### src/rtl/gray_burst_ctrl_if.sv
// Control and status bundle for gray_burst_ctrl.
// The master drives burst requests; the slave returns the Gray count and status.
interface gray_burst_ctrl_if #(
  parameter int WIDTH = 4
);
  logic             start;
  logic [WIDTH-1:0] len;
  logic             repeat_en;
  logic             pause;
  logic             abort;
  logic [WIDTH-1:0] gr;
  logic             busy;
  logic             done;

  modport master (
    output start, len, repeat_en, pause, abort,
    input  gr, busy, done
  );

  modport slave (
    input  start, len, repeat_en, pause, abort,
    output gr, busy, done
  );
endinterface

### src/rtl/gray_burst_ctrl.sv
// Burst sequencer for a binary up-counter.
// The count is presented as registered Gray code.
module gray_burst_ctrl #(
  parameter int WIDTH = 4
) (
  input logic               clk,
  input logic               rst,
  gray_burst_ctrl_if.slave  bus
);
  localparam logic [1:0] IDLE = 2'd0;
  localparam logic [1:0] RUN  = 2'd1;
  localparam logic [1:0] HOLD = 2'd2;
  localparam logic [1:0] DONE = 2'd3;

  logic [1:0]       state, state_n;
  logic [WIDTH-1:0] cnt, cnt_n;
  logic [WIDTH-1:0] gr_q;
  logic [WIDTH:0]   rem, rem_n;
  logic [WIDTH:0]   len_q, len_q_n;
  logic [WIDTH:0]   len_ext;

  // A zero length requests a full wrap of the counter.
  assign len_ext = (bus.len == '0)
                 ? {1'b1, {WIDTH{1'b0}}}
                 : {1'b0, bus.len};

  always_comb begin
    state_n = state;
    cnt_n   = cnt;
    rem_n   = rem;
    len_q_n = len_q;
    case (state)
      IDLE: begin
        if (bus.start && !bus.abort) begin
          len_q_n = len_ext;
          rem_n   = len_ext;
          cnt_n   = '0;
          state_n = RUN;
        end
      end
      RUN: begin
        if (bus.abort) begin
          state_n = IDLE;
        end else if (bus.pause) begin
          state_n = HOLD;
        end else begin
          cnt_n = cnt + 1'b1;
          rem_n = rem - 1'b1;
          if (rem == {{WIDTH{1'b0}}, 1'b1})
            state_n = DONE;
        end
      end
      HOLD: begin
        if (bus.abort)
          state_n = IDLE;
        else if (!bus.pause)
          state_n = RUN;
      end
      DONE: begin
        if (bus.abort) begin
          state_n = IDLE;
        end else if (bus.repeat_en) begin
          rem_n   = len_q;
          state_n = RUN;
        end else begin
          state_n = IDLE;
        end
      end
      default: state_n = IDLE;
    endcase
  end

  // Gray register tracks the next count so it matches cnt with no lag.
  always_ff @(posedge clk or posedge rst) begin
    if (rst) begin
      state <= IDLE;
      cnt   <= '0;
      rem   <= '0;
      len_q <= '0;
      gr_q  <= '0;
    end else begin
      state <= state_n;
      cnt   <= cnt_n;
      rem   <= rem_n;
      len_q <= len_q_n;
      gr_q  <= cnt_n ^ (cnt_n >> 1);
    end
  end

  assign bus.gr   = gr_q;
  assign bus.busy = (state != IDLE);
  assign bus.done = (state == DONE);
endmodule

### src/flat_wrapper.sv
// flat-port wrapper written by rule: the top's interface ports become plain ports
module gray_burst_ctrl_flat 
#(
  parameter int WIDTH = 4
)
  (clk, rst, bus_start, bus_len, bus_repeat_en, bus_pause, bus_abort, bus_gr, bus_busy, bus_done);
  gray_burst_ctrl_if #(.WIDTH(WIDTH)) bus_i ();
  input logic clk;
  input logic rst;
  input wire logic [$bits(bus_i.start)-1:0] bus_start;
  input wire logic [$bits(bus_i.len)-1:0] bus_len;
  input wire logic [$bits(bus_i.repeat_en)-1:0] bus_repeat_en;
  input wire logic [$bits(bus_i.pause)-1:0] bus_pause;
  input wire logic [$bits(bus_i.abort)-1:0] bus_abort;
  output wire logic [$bits(bus_i.gr)-1:0] bus_gr;
  output wire logic [$bits(bus_i.busy)-1:0] bus_busy;
  output wire logic [$bits(bus_i.done)-1:0] bus_done;
  assign bus_i.start = bus_start;
  assign bus_i.len = bus_len;
  assign bus_i.repeat_en = bus_repeat_en;
  assign bus_i.pause = bus_pause;
  assign bus_i.abort = bus_abort;
  assign bus_gr = bus_i.gr;
  assign bus_busy = bus_i.busy;
  assign bus_done = bus_i.done;
  gray_burst_ctrl #(.WIDTH(WIDTH)) u_core (.clk(clk), .rst(rst), .bus(bus_i));
endmodule
### config.mk
export PLATFORM = sky130hd
export DESIGN_NAME = gray_burst_ctrl_flat
export DESIGN_NICKNAME = d
export VERILOG_FILES = /design/src/rtl/gray_burst_ctrl_if.sv /design/src/rtl/gray_burst_ctrl.sv /design/src/flat_wrapper.sv
export SDC_FILE = /design/constraint.sdc
export NUM_CORES = 1
export LEC_CHECK = 0
export ABC_AREA = 1
export CORE_MARGIN = 2
export CORE_UTILIZATION = 50
export DETAILED_ROUTE_END_ITERATION = 10
export PLACE_DENSITY = 0.78
export REMOVE_ABC_BUFFERS = 1
export SLEW_MARGIN = 5
export SYNTH_ARGS = -nofsm -noshare
export SYNTH_HDL_FRONTEND = slang
export SYNTH_SLANG_ARGS = --single-unit
### constraint.sdc
create_clock -name clk -period 1.75 [get_ports clk]
set_clock_uncertainty 0.1 [all_clocks]
set_input_delay 0.2625 -clock clk [delete_from_list [all_inputs] [get_ports clk]]
set_output_delay 0.2625 -clock clk [all_outputs]
set_load 0.05 [all_outputs]
==> results.toml, run 1 <==
[detailed_routing]
ant_nets = 0
vias = 962
drt-total-wl_um = 2210
first_iter_violations = 17
viasPerCell = 5.01
drc_errors = 0
wl_per_cell_um = 11.5
firstDrtPassIters = 4

[run]
cap_violations = 0

[worst_setup_path]
start_kind = "flip-flop"
crit_fanout = 10
cpPeakStageDelay_ns = 0.51
endpoint_kind = "output port"
crit_type = "flip-flop to output port"
arrival_ns = 1.26
cp_data_required_time_ns = 1.39
crit_slowest_cell = "dfrtp_2"
path_cells = "nor2_2 > inv_1 > buf_12"

[cells_and_area]
drive_above_1_share = 0.189
nNetsFinal = 178
area_growth_syn_to_layout_pct = 20.1
finish.utilization = 0.619
diodes = 0
nFillCells = 188
final_cells = 192

[synth]
synth_ff_type = "dfrtp_1"
yosys_warnings = 0
synth_mux_area_frac = 0
synth_top_area_cell = "dfrtp_1"
synth-simple-area-share = 0.293
synth-seq-cells = 19
ys_types = 24
netlist_instances = 145
synthTopCellsByArea = "dfrtp_1 (43%), nand2_1 (14%), nand3_1 (5.9%)"
avgSynthCellArea_um2 = 7.64
synth_top_family_by_area = "simple AND/OR/NAND/NOR gates"
yosysTopAreaCellShare = 0.429
synth_edf_count = 0
ys_top_cells_by_count = "nand2_1 (42), dfrtp_1 (19), inv_1 (17), nand3_1 (13), o21ai_0 (12)"
yosysSeqAreaShare = 0.429
synth_area_um2 = 1110
synth_fa_ha_area_frac = 0.0339
async_flop_share = 1.00
yosysMostFrequentCell = "nand2_1"
synth_xor_area_frac = 0
synth-compound-area-share = 0.144

[grt]
grt_util_all_layers = 0.189
gr-total-overflow = 0
grt_pass1_vias = 956
antenna_found_initial = 0
grt_pass1_wl_um = 3810
grt_start_max_net_pins = 20

[power_and_ir_drop]
p_leak_nw = 0.683
power_frac_comb = 0.501
ir_worst_vdd_v = 0.000820
switching_share = 0.462
power_frac_clock = 0.114
p_int_mw = 1.05
p_sw_mw = 0.903
cellPowerDensity_nw_per_um2 = 1470
finalPower_mw = 1.96
seq_power_share = 0.385

[clocking]
cts_setup_buffers = 0
numClockSinks = 19
clk_pin_slew_ns = 0.11
cts_tree = "built"
clk_latency_ns = 0.29
cts_root_buf = "clkbuf_4"
cts_max_path_buffers = 2
cts_buffers = 3
cts-htree-levels = 1

[timing]
holdWs_ns = 0.168
drv_slew = 0
rsz0062_at_grt = "false"
min_period_over_period = 0.930
min_period_ns = 1.63
setup_tns_ns = 0
max_freq_mhz = 614
relSlewSlack = 0.787
tightestPinTransition_ns = 0.319
finalHoldViolCount = 0
finalSetupViolCount = 0

[hold_path]
min_path_type = "input pin to async pin"

[floorplanning]
core_area_um2 = 2150
core.rowCount = 17
floorplan.initialDensity = 0.515
die_y_um = 51.1
dieWidth_um = 51.1
dieArea_um2 = 2610
ioPinCount = 16

[placement]
place_congestion = 0.921
dp.cells = 188
port_buffers = 15
dp_hpwl_um = 1710

[status]
status = "complete, no violations"
==> per-stage QoR <==
| stage | setup slack, ns | cell area [µm²] |
|---|---|---|
| after floorplan | 0.230 | 1080 |
| after global placement | 0.0545 | 1300 |
| after detailed placement | -0.00411 | 1300 |
| after CTS | 0.0574 | 1330 |
| after global routing | 0.0551 | 1330 |
| final | 0.123 | 1330 |
==> registers in the layout, summed over array words and instances (netlist names) <==
register	flops
u_core.bus.gr	3
u_core.cnt	4
u_core.rem	5
u_core.len_q	5
u_core.state	2
==> timing repair <==
item / CTS / global route
gates resized for setup: 0 / 1
endpoints found under the setup margin: 0 / 1
hold endpoints to repair: 0 / 0
hold buffers: 0 / 0
==> layer usage <==
layer / global-route usage / wire length, µm
met1: 0.223 / 1020
met2: 0.344 / 1120
met3: 0.0322 / 76
met4: 0.0631 / 0
met5: 0 / 0
==> layout by cell type (no fill, tap or decap), types with 2 or more instances in the layout <==
cell type / netlist / layout
buf_12: 0 / 2
buf_4: 1 / 7
clkdlybuf4s50_1: 0 / 9
nor2_1: 6 / 6
o221ai_1: 2 / 2
nand2_1: 42 / 42
o21ai_2: 2 / 2
inv_1: 17 / 17
clkbuf_4: 0 / 3
ha_1: 3 / 3
inv_2: 5 / 5
nand3_1: 13 / 13
clkinv_2: 1 / 2
nand4_1: 3 / 3
o21ai_0: 12 / 12
nand2_2: 4 / 4
dfrtp_1: 19 / 18
a21oi_1: 4 / 4
o211ai_1: 3 / 3
==> power groups by stage <==
| stage | Combinational, mW | Sequential [mW] | Clock (mW) |
|---|---|---|---|
| finish | 0.981 | 0.754 | 0.222 |
| global route | 1.10 | 0.774 | 0.246 |
| CTS | 0.985 | 0.751 | 0.228 |
| detailed placement | 0.980 | 0.762 | 0 |
| global placement | 0.950 | 0.752 | 0 |
| floorplan | 0.628 | 0.798 | 0 |
==> path summary, 6_finish.rpt <==
| path | startpoint | end | slack [ns] | cells after the start |
|---|---|---|---|---|
| hold reg to reg | u_core.len_q[3]$_DFFE_PP0P_ | u_core.len_q[3]$_DFFE_PP0P_ | 0.40 | 2 |
| max in group asynchronous | rst | u_core.state[0]$_DFFE_PP0P_ | 1.17 | 3 |
| setup reg to reg | u_core.state[1]$_DFFE_PP0P_ | u_core.rem[2]$_DFFE_PP0P_ | 0.25 | 8 |
| min in group clk | u_core.len_q[3]$_DFFE_PP0P_ | u_core.len_q[3]$_DFFE_PP0P_ | 0.40 | 2 |
| hold / removal | rst | u_core.rem[0]$_DFFE_PP0P_ | 0.17 | 3 |
| setup / recovery | u_core.state[0]$_DFFE_PP0P_ | bus_busy | 0.12 | 3 |
==> cell families (layout without fill, tap and decap cells) <==
group,count (synthesis),count (layout)
compound gates,25,25
fa+ha+maj,3,3
buf+inv,26,45
flops,19,19
simple gates,72,72
==> area by class of cell <==
class                   count  area (µm²)  area share
inverters                  23        87.6      0.0659
flip-flops and latches     19         477       0.358
well taps                  28        35.0      0.0263
clock buffers               3        22.5      0.0169
clock inverters             1        5.00     0.00376
multi-input cells         100         520       0.391
repair buffers             18         183       0.137
==> critical path: cells and delay by family, from the launching register on <==
kind	cells	cell delay, ns
AND/OR/NAND/NOR	1	0.18
flip-flops	1	0.51
buffers and inverters	2	0.29
Power figures use the tool's default switching activity.
==> run 2, diff against run 1 <==
Settings changed: RECOVER_POWER from default to 50, SKIP_LAST_GASP from default to 1.
==> run 2 against run 1 <==
First-iteration DRC count unchanged. Via count up 0.42%. Power down 1.1%. Largest cell class unchanged. Critical path depth unchanged. Die area unchanged. Setup slack better by 0.0035 ns. Clock-buffer cell count unchanged. Final area down 1.1%. Flip-flop and latch count unchanged. Final cell count unchanged. Critical path type unchanged.
==> results.toml, run 2 (synthesis gave the netlist of run 1 again) <==
[status]
status = "complete, no violations"

[floorplanning]
die_y_um = 51.1
ioPinCount = 16
dieArea_um2 = 2610
core.rowCount = 17
floorplan.initialDensity = 0.515
core_area_um2 = 2150
dieWidth_um = 51.1

[cells_and_area]
diodes = 0
final_cell_mix = "nand2_1 (42), dfrtp_1 (18), inv_1 (17), nand3_1 (13), o21ai_0 (12)"
drive_above_1_share = 0.165
nNetsFinal = 178
final_cells = 192
final_common_cell = "nand2_1"
reg_top3 = "u_core.len_q: 5 flops, u_core.rem: 5 flops, u_core.cnt: 4 flops"
area_growth_syn_to_layout_pct = 18.8
nFillCells = 192
final_area_um2 = 1320

[power_and_ir_drop]
ir_worst_vdd_v = 0.000819
p_leak_nw = 0.667
p_int_mw = 1.03
seq_power_share = 0.389
switching_share = 0.466
p_sw_mw = 0.901
power_frac_clock = 0.114
power_frac_comb = 0.497
cellPowerDensity_nw_per_um2 = 1470

[placement]
dp.cells = 188
dp_hpwl_um = 1710
place_congestion = 0.921
port_buffers = 15
pre_cts_ws_ns = -0.00411
placed_area_um2 = 1300

[worst_setup_path]
crit_fanout = 10
r2r_cells = 8
r2r_start = "u_core.state[1]$_DFFE_PP0P_"
cpPeakStageDelay_ns = 0.50
crit_type = "flip-flop to output port"
reg2reg_slack_ns = 0.25
endpoint_kind = "output port"
cp_data_required_time_ns = 1.39
r2r-end = "u_core.rem[2]$_DFFE_PP0P_"
start_kind = "flip-flop"
crit_slowest_cell = "dfrtp_2"
critPathCapture = "bus_busy"
arrival_ns = 1.26
path_cells = "nor2_2 > inv_1 > buf_12"
critPathLaunch = "u_core.state[0]$_DFFE_PP0P_"

[timing]
finalHoldViolCount = 0
drv_slew = 0
finalSetupViolCount = 0
min_period_ns = 1.62
min_period_over_period = 0.928
relSlewSlack = 0.331
max_freq_mhz = 616
holdWs_ns = 0.401
worst_slack_ns = 0.126
tightestPinTransition_ns = 1.00
rsz0062_at_grt = "false"

[detailed_routing]
vias = 966
firstDrtPassIters = 4
ant_nets = 0
first_iter_violations = 17
drt-total-wl_um = 2200
drc_errors = 0
wl_per_cell_um = 11.4
viasPerCell = 5.03

[grt]
grt_pass1_vias = 956
gr-total-overflow = 0
grt_util_all_layers = 0.189
grt_start_max_net_pins = 20
grt_pass1_wl_um = 3810
antenna_found_initial = 0

[hold_path]
min_from = "u_core.len_q[3]$_DFFE_PP0P_"
min_path_type = "flip-flop to flip-flop"

[clocking]
clk_pin_slew_ns = 0.11
cts-htree-levels = 1
cts_tree = "built"
cts_root_buf = "clkbuf_4"
cts_setup_buffers = 0
clk_latency_ns = 0.29
cts_max_path_buffers = 2
numClockSinks = 19
cts_buffers = 3

[run]
cap_violations = 0
-- run 2: worst max-delay path: cells and delay by family (launching register included) --
family	cells	cell delay, ns
buffers and inverters	2	0.29
DFF	1	0.50
and+or+nand+nor	1	0.18
-- run 2: power by group through the flow --
| stage | combinational, mW | sequential [mW] | clock [mW] |
|---|---|---|---|
| final | 0.960 | 0.753 | 0.220 |
| after global routing | 1.08 | 0.774 | 0.246 |
| after CTS | 0.985 | 0.751 | 0.228 |
| after detailed placement | 0.980 | 0.762 | 0 |
| after global placement | 0.950 | 0.752 | 0 |
| after floorplan | 0.628 | 0.798 | 0 |
-- run 2: worst min-delay path by stage --
stage,end,slack (ns),cells after the start
global route,u_core.len_q[2]$_DFFE_PP0P_,0.44,2
CTS,u_core.bus.gr[2]$_DFF_PP0_,0.18,3
detailed placement,u_core.len_q[3]$_DFFE_PP0P_,0.38,2
global placement,u_core.len_q[2]$_DFFE_PP0P_,0.37,2
finish,u_core.len_q[3]$_DFFE_PP0P_,0.40,2
floorplan,u_core.bus.gr[0]$_DFF_PP0_,0.11,1
-- run 2: metal layers --
metal / global-route usage / up-vias / routed length [µm]
met3: 0.0322 / 0 / 76
li1: - / 507 / -
met5: 0 / - / 0
met2: 0.344 / 17 / 1110
met1: 0.223 / 442 / 1010
met4: 0.0631 / 0 / 0
-- run 2: cell type report --
class,count,area [µm²],area share
clock inverter,1,5.00,0.00381
multi-input combinational,100,520,0.396
tap,28,35.0,0.0266
timing repair buffer,18,168,0.127
clock buffer,3,22.5,0.0171
sequential,19,477,0.363
inverter,23,87.6,0.0666
-- run 2: repair_timing --
item                       in CTS  in global routing
setup endpoints to repair       0                  1
resized for setup               0                  1
hold buffers                    0                  0
-- run 2: stage by stage --
step,TNS (ns),util,power (mW)
floorplan,0,-,1.43
global placement,0,0.606,1.70
detailed placement,-0.00411,0.606,1.74
CTS,0,0.619,1.96
global route,0,0.612,2.10
finish,0,0.612,1.93
